$ cat config.mk
export PLATFORM = sky130hd
export DESIGN_NAME = mux2_rr_arbiter
export DESIGN_NICKNAME = d
export VERILOG_FILES = /design/src/rtl/mux2_rr_arbiter.sv
export SDC_FILE = /design/constraint.sdc
export NUM_CORES = 1
export LEC_CHECK = 0
export ABC_AREA = 1
export BUFFER_PORTS_ARGS = -buffer_cell sky130_fd_sc_hd__buf_2
export CAP_MARGIN = 40
export CORE_MARGIN = 2
export CORE_UTILIZATION = 48
export DETAILED_ROUTE_END_ITERATION = 7
export PLACE_DENSITY = 0.75
export SYNTH_ARGS = -nofsm -noshare
export SYNTH_HDL_FRONTEND = slang
export SYNTH_SLANG_ARGS = --single-unit
$ cat constraint.sdc
create_clock -name clk -period 1.54 [get_ports clk]
set_input_delay 0.154 -clock clk [delete_from_list [all_inputs] [get_ports clk]]
set_output_delay 0.154 -clock clk [all_outputs]
set_load 0.01 [all_outputs]
$ cat src/rtl/mux2_rr_arbiter.sv
// Round-robin, burst-bounded sequencer for the shared 2:1 mux (out = sel_c ? A : B); ARB_STATS_EN adds beat counters.
// One arbitration cycle before the first grant; the output word registers one cycle after the transfer; out_ready low stalls both readies.
module mux2_rr_arbiter #(
  parameter int WIDTH     = 4,
  parameter int MAX_BURST = 4
) (
  input  logic             clk,
  input  logic             rst_n,
  input  logic             a_valid,
  input  logic [WIDTH-1:0] a_data,
  output logic             a_ready,
  input  logic             b_valid,
  input  logic [WIDTH-1:0] b_data,
  output logic             b_ready,
  output logic             sel_c,
  output logic             out_valid,
  output logic [WIDTH-1:0] out_data,
  input  logic             out_ready
`ifdef ARB_STATS_EN
  ,
  input  logic             stats_clr,
  output logic [7:0]       grant_cnt_a,
  output logic [7:0]       grant_cnt_b
`endif
);

  typedef enum logic [1:0] {
    IDLE    = 2'd0,
    GRANT_A = 2'd1,
    GRANT_B = 2'd2
  } state_e;

  localparam logic [3:0] LAST_BEAT = 4'(MAX_BURST - 1);

  state_e           state_q, state_d;
  logic [3:0]       beat_cnt_q, beat_cnt_d;
  logic             last_a_q, last_a_d;
  logic             sel_c_q, sel_c_d;
  logic             out_valid_q, out_valid_d;
  logic [WIDTH-1:0] out_data_q, out_data_d;

  logic load;
  logic a_xfer;
  logic b_xfer;
  logic rearb;
  logic enter_a;
  logic enter_b;

  always_comb begin
    load    = !out_valid_q || out_ready;
    a_ready = load && (state_q == GRANT_A);
    b_ready = load && (state_q == GRANT_B);
    a_xfer  = a_valid && a_ready;
    b_xfer  = b_valid && b_ready;
  end

  always_comb begin
    rearb = 1'b1;
    case (state_q)
      IDLE:    rearb = 1'b1;
      GRANT_A: rearb = !a_valid || (a_xfer && (beat_cnt_q == LAST_BEAT));
      GRANT_B: rearb = !b_valid || (b_xfer && (beat_cnt_q == LAST_BEAT));
      default: rearb = 1'b1;
    endcase
    // The side that did not hold the last grant wins a tie; a lone requester always wins.
    enter_a = rearb && a_valid && (!b_valid || !last_a_q);
    enter_b = rearb && b_valid && (!a_valid || last_a_q);
  end

  always_comb begin
    state_d    = state_q;
    beat_cnt_d = beat_cnt_q;
    last_a_d   = last_a_q;
    sel_c_d    = sel_c_q;

    if (a_xfer || b_xfer) begin
      beat_cnt_d = beat_cnt_q + 4'd1;
    end

    if (enter_a) begin
      state_d    = GRANT_A;
      beat_cnt_d = 4'd0;
      last_a_d   = 1'b1;
      sel_c_d    = 1'b1;
    end else if (enter_b) begin
      state_d    = GRANT_B;
      beat_cnt_d = 4'd0;
      last_a_d   = 1'b0;
      sel_c_d    = 1'b0;
    end else if (rearb) begin
      state_d = IDLE;
    end
  end

  // sel_c_q already points at the granted side, so the shared mux picks the word.
  always_comb begin
    out_valid_d = out_valid_q && !out_ready;
    out_data_d  = out_data_q;
    if (a_xfer || b_xfer) begin
      out_valid_d = 1'b1;
      out_data_d  = sel_c_q ? a_data : b_data;
    end
  end

  always_ff @(posedge clk or negedge rst_n) begin
    if (!rst_n) begin
      state_q     <= IDLE;
      beat_cnt_q  <= 4'd0;
      last_a_q    <= 1'b0;
      sel_c_q     <= 1'b0;
      out_valid_q <= 1'b0;
      out_data_q  <= '0;
    end else begin
      state_q     <= state_d;
      beat_cnt_q  <= beat_cnt_d;
      last_a_q    <= last_a_d;
      sel_c_q     <= sel_c_d;
      out_valid_q <= out_valid_d;
      out_data_q  <= out_data_d;
    end
  end

  assign sel_c     = sel_c_q;
  assign out_valid = out_valid_q;
  assign out_data  = out_data_q;

`ifdef ARB_STATS_EN
  logic [7:0] cnt_a_q, cnt_a_d;
  logic [7:0] cnt_b_q, cnt_b_d;

  always_comb begin
    cnt_a_d = cnt_a_q;
    cnt_b_d = cnt_b_q;
    if (stats_clr) begin
      cnt_a_d = 8'd0;
      cnt_b_d = 8'd0;
    end else begin
      if (a_xfer && (cnt_a_q != 8'hFF)) cnt_a_d = cnt_a_q + 8'd1;
      if (b_xfer && (cnt_b_q != 8'hFF)) cnt_b_d = cnt_b_q + 8'd1;
    end
  end

  always_ff @(posedge clk or negedge rst_n) begin
    if (!rst_n) begin
      cnt_a_q <= 8'd0;
      cnt_b_q <= 8'd0;
    end else begin
      cnt_a_q <= cnt_a_d;
      cnt_b_q <= cnt_b_d;
    end
  end

  assign grant_cnt_a = cnt_a_q;
  assign grant_cnt_b = cnt_b_q;
`endif

endmodule

==> impl_metrics.yaml <==
yosys:
  synthArstFlopShare_pct: 100.0
  synth.most_common_cell: "nand2_1"
  synth_top_area_share_pct: 43.17
  synth_area_sq_um: 695.7
  synthFlopType: "dfrtp_1"
  yosys-top-cells-area: "dfrtp_1 (43%), nand2_1 (9.7%), mux2i_1 (5.8%)"
  synth_cell_types: 20
  yosysTopAreaCell: "dfrtp_1"
  yosys-top-cells-count: "nand2_1 (18), dfrtp_1 (12), inv_1 (9)"
  avgSynthCellArea_sq_um: 8.282
  ys_warn_count: 0
  syn_nets: 100
  seq_area_frac_synth_pct: 43.17
  synth-edff-count: 0
  syn_inst: 84
  ys_ff_latch: 12
drt:
  firstDrtPassIters: 4
  wl_per_cell_um: 10.64
  viasPerCell: 5.008
  drt-initial-drc-count: 11
  routed_wl_mm: 1.288
  drc: 0
  vias: 606
  ant_nets: 0
floorplanning:
  die_w_um: 42.07
  dieArea_sq_um: 1770
  ios: 21
  core_sq_um: 1334
  rows: 13
  start_util_pct: 52.16
  die-height_um: 42.07
global_route:
  grt_pass1_wl_mm: 2.249
  grt_pass1_vias: 540
  grt_start_max_net_pins: 15
  gr-usage-all-layers_pct: 16.80
  overflow: 0
  grt_antenna_before_repair: 0
timing:
  tns_ns: 0
  drv_slew: 0
  setup_viol: 0
  max_clock_freq_ghz: 0.6978
  fin_ws_ns: 0.1070
  period_needed_ns: 1.433
  rsz0062_at_grt: "false"
  worst_pin_slew_ns: 0.2942
  period_share_pct: 93.05
  hold_viol: 0
  max_slew_margin_pct: 80.39
  finClkSkew_ns: 0.003598
final_layout:
  nNetsFinal: 124
  layout-drive-gt1-share_pct: 35.85
  antenna_cells_inserted: 0
  area_delta_synth_final_pct: 23.02
  design_area_sq_um: 855.8
  n_fill_cell: 110
clock_tree:
  clk_pin_slew_ns: 0.06
  root_buffer: "clkbuf_4"
  clock_path_buffers: 2
  cts.htree.levels: 1
  clock-sinks: 12
  cts_tree: "done"
  worstSkewPairLatency_ns: 0.26
  numCtsBuffers: 3
run:
  cap_violations: 0
placement:
  placed_cell_area_sq_um: 798.3
  dpl_worst_slack_ns: 0.1538
  dp_hpwl_mm: 1.046
  place_congestion: 0.8386
  port_buffers: 20
pwr:
  powerDensity_nw_per_um2: 1740
  vdd_drop_max_mv: 1.050
  leakage_uw: 0.0004641
min_path:
  min-delay-start: "b_data[1]"
  worstHoldPathType: "primary input to register"
worst_setup_path:
  crit_required_ns: 1.39
  cp_max_fo: 4
  crit_arrival_ns: 1.28
  worstSetupEndpointType: "output port"
  startpoint_type: "register"
  rr_startpoint: "beat_cnt_q[0]"
  startpoint: "state_q[1]"
  crit_type: "register to output port"
outcome:
  status: "finished clean"
-- layout by cell type, fill, tap and decap left out --
master	instances
buf_2	20
nand2_1	17
dfrtp_1	12
inv_1	8
nor2_1	8
inv_2	5
a21oi_1	5
nand3_1	4
mux2i_1	4
nand3_2	3
o21ai_1	3
clkbuf_4	3
nand2_2	2
o21ai_4	2
ha_1	2
a21boi_1	1
o21a_1	1
nor2_2	1
nand2_4	1
nand3b_1	1
nand4_1	1
ha_2	1
dlygate4sd3_1	1
-- cell families after synthesis --
group           synth area share, %
buf+inv                       9.351
flops                         43.17
simple gates                  25.90
mux                           5.756
fa+ha+maj                     5.396
compound gates                10.43
-- per-layer routing --
layer | wire length [um] | part of all wire (%) | global-route usage [%]
met5 | 0 | 0 | 0
met4 | 12 | 0.93 | 3.750
met3 | 79 | 6.1 | 7.759
met2 | 610 | 47 | 25.31
met1 | 586 | 45 | 22.10
-- final cells by class --
type                    instances  area (sq um)  area share [%]
clock buffers                   3         22.52           2.632
repair buffers                 21         110.1           12.87
multi-input cells              57         355.3           41.52
well taps                      15         18.77           2.193
flip-flops and latches         12         300.3           35.09
inverters                      13         48.80           5.702
-- where the power goes --
group / internal [uW] / switching, uW / total, uW
clock: 90.2 / 86.4 / 177
combinational: 326 / 453 / 779
sequential: 432 / 102 / 534
total: 848 / 641 / 1490
-- worst paths after layout --
kind                                 end  slack (ns)  cells past startpoint
max                              a_ready        0.11                      4
min                          out_data[1]        0.19                      3
max reg2reg                beat_cnt_q[1]        0.16                      6
min reg2reg                  out_data[1]        0.52                      2
max in group asynchronous     state_q[1]        1.04                      2
min in group asynchronous          sel_c        0.28                      2
-- worst max-delay path: stages, from the launching register on --
cell and delay (ns):
dfrtp_1 0.38, inv_1 0.07, ha_1 0.22, a21boi_1 0.20
buf_2 0.15
-- sequential cells by signal (all words and copies together), names as in the netlist --
name	cells
sel_c	1
state_q	2
out_data	4
beat_cnt_q	4
out_valid	1
-- timing repair --
action / 4_1_cts / 5_1_grt
gates resized for setup: 0 / 6
hold buffers: 1 / 0
setup endpoints to repair: 0 / 4
hold endpoints to repair: 12 / 0
setup buffers: 0 / 0
-- through the flow --
| stage | hold slack, ns | std cells | utilization, % | total power (uW) |
|---|---|---|---|---|
| 5_1_grt | 0.1937 | 121 | 64.17 | 1630 |
| 3_3_place_gp | 0.03779 | 117 | 59.85 | 1227 |
| 3_5_place_dp | 0.03898 | 117 | 59.85 | 1252 |
| 2_1_floorplan | -0.1416 | 84 | - | 1066 |
| 6_report | 0.1853 | 121 | 64.17 | 1490 |
| 4_1_cts | 0.1899 | 121 | 62.29 | 1433 |
Note: power is estimated with default switching activity, not from simulation.
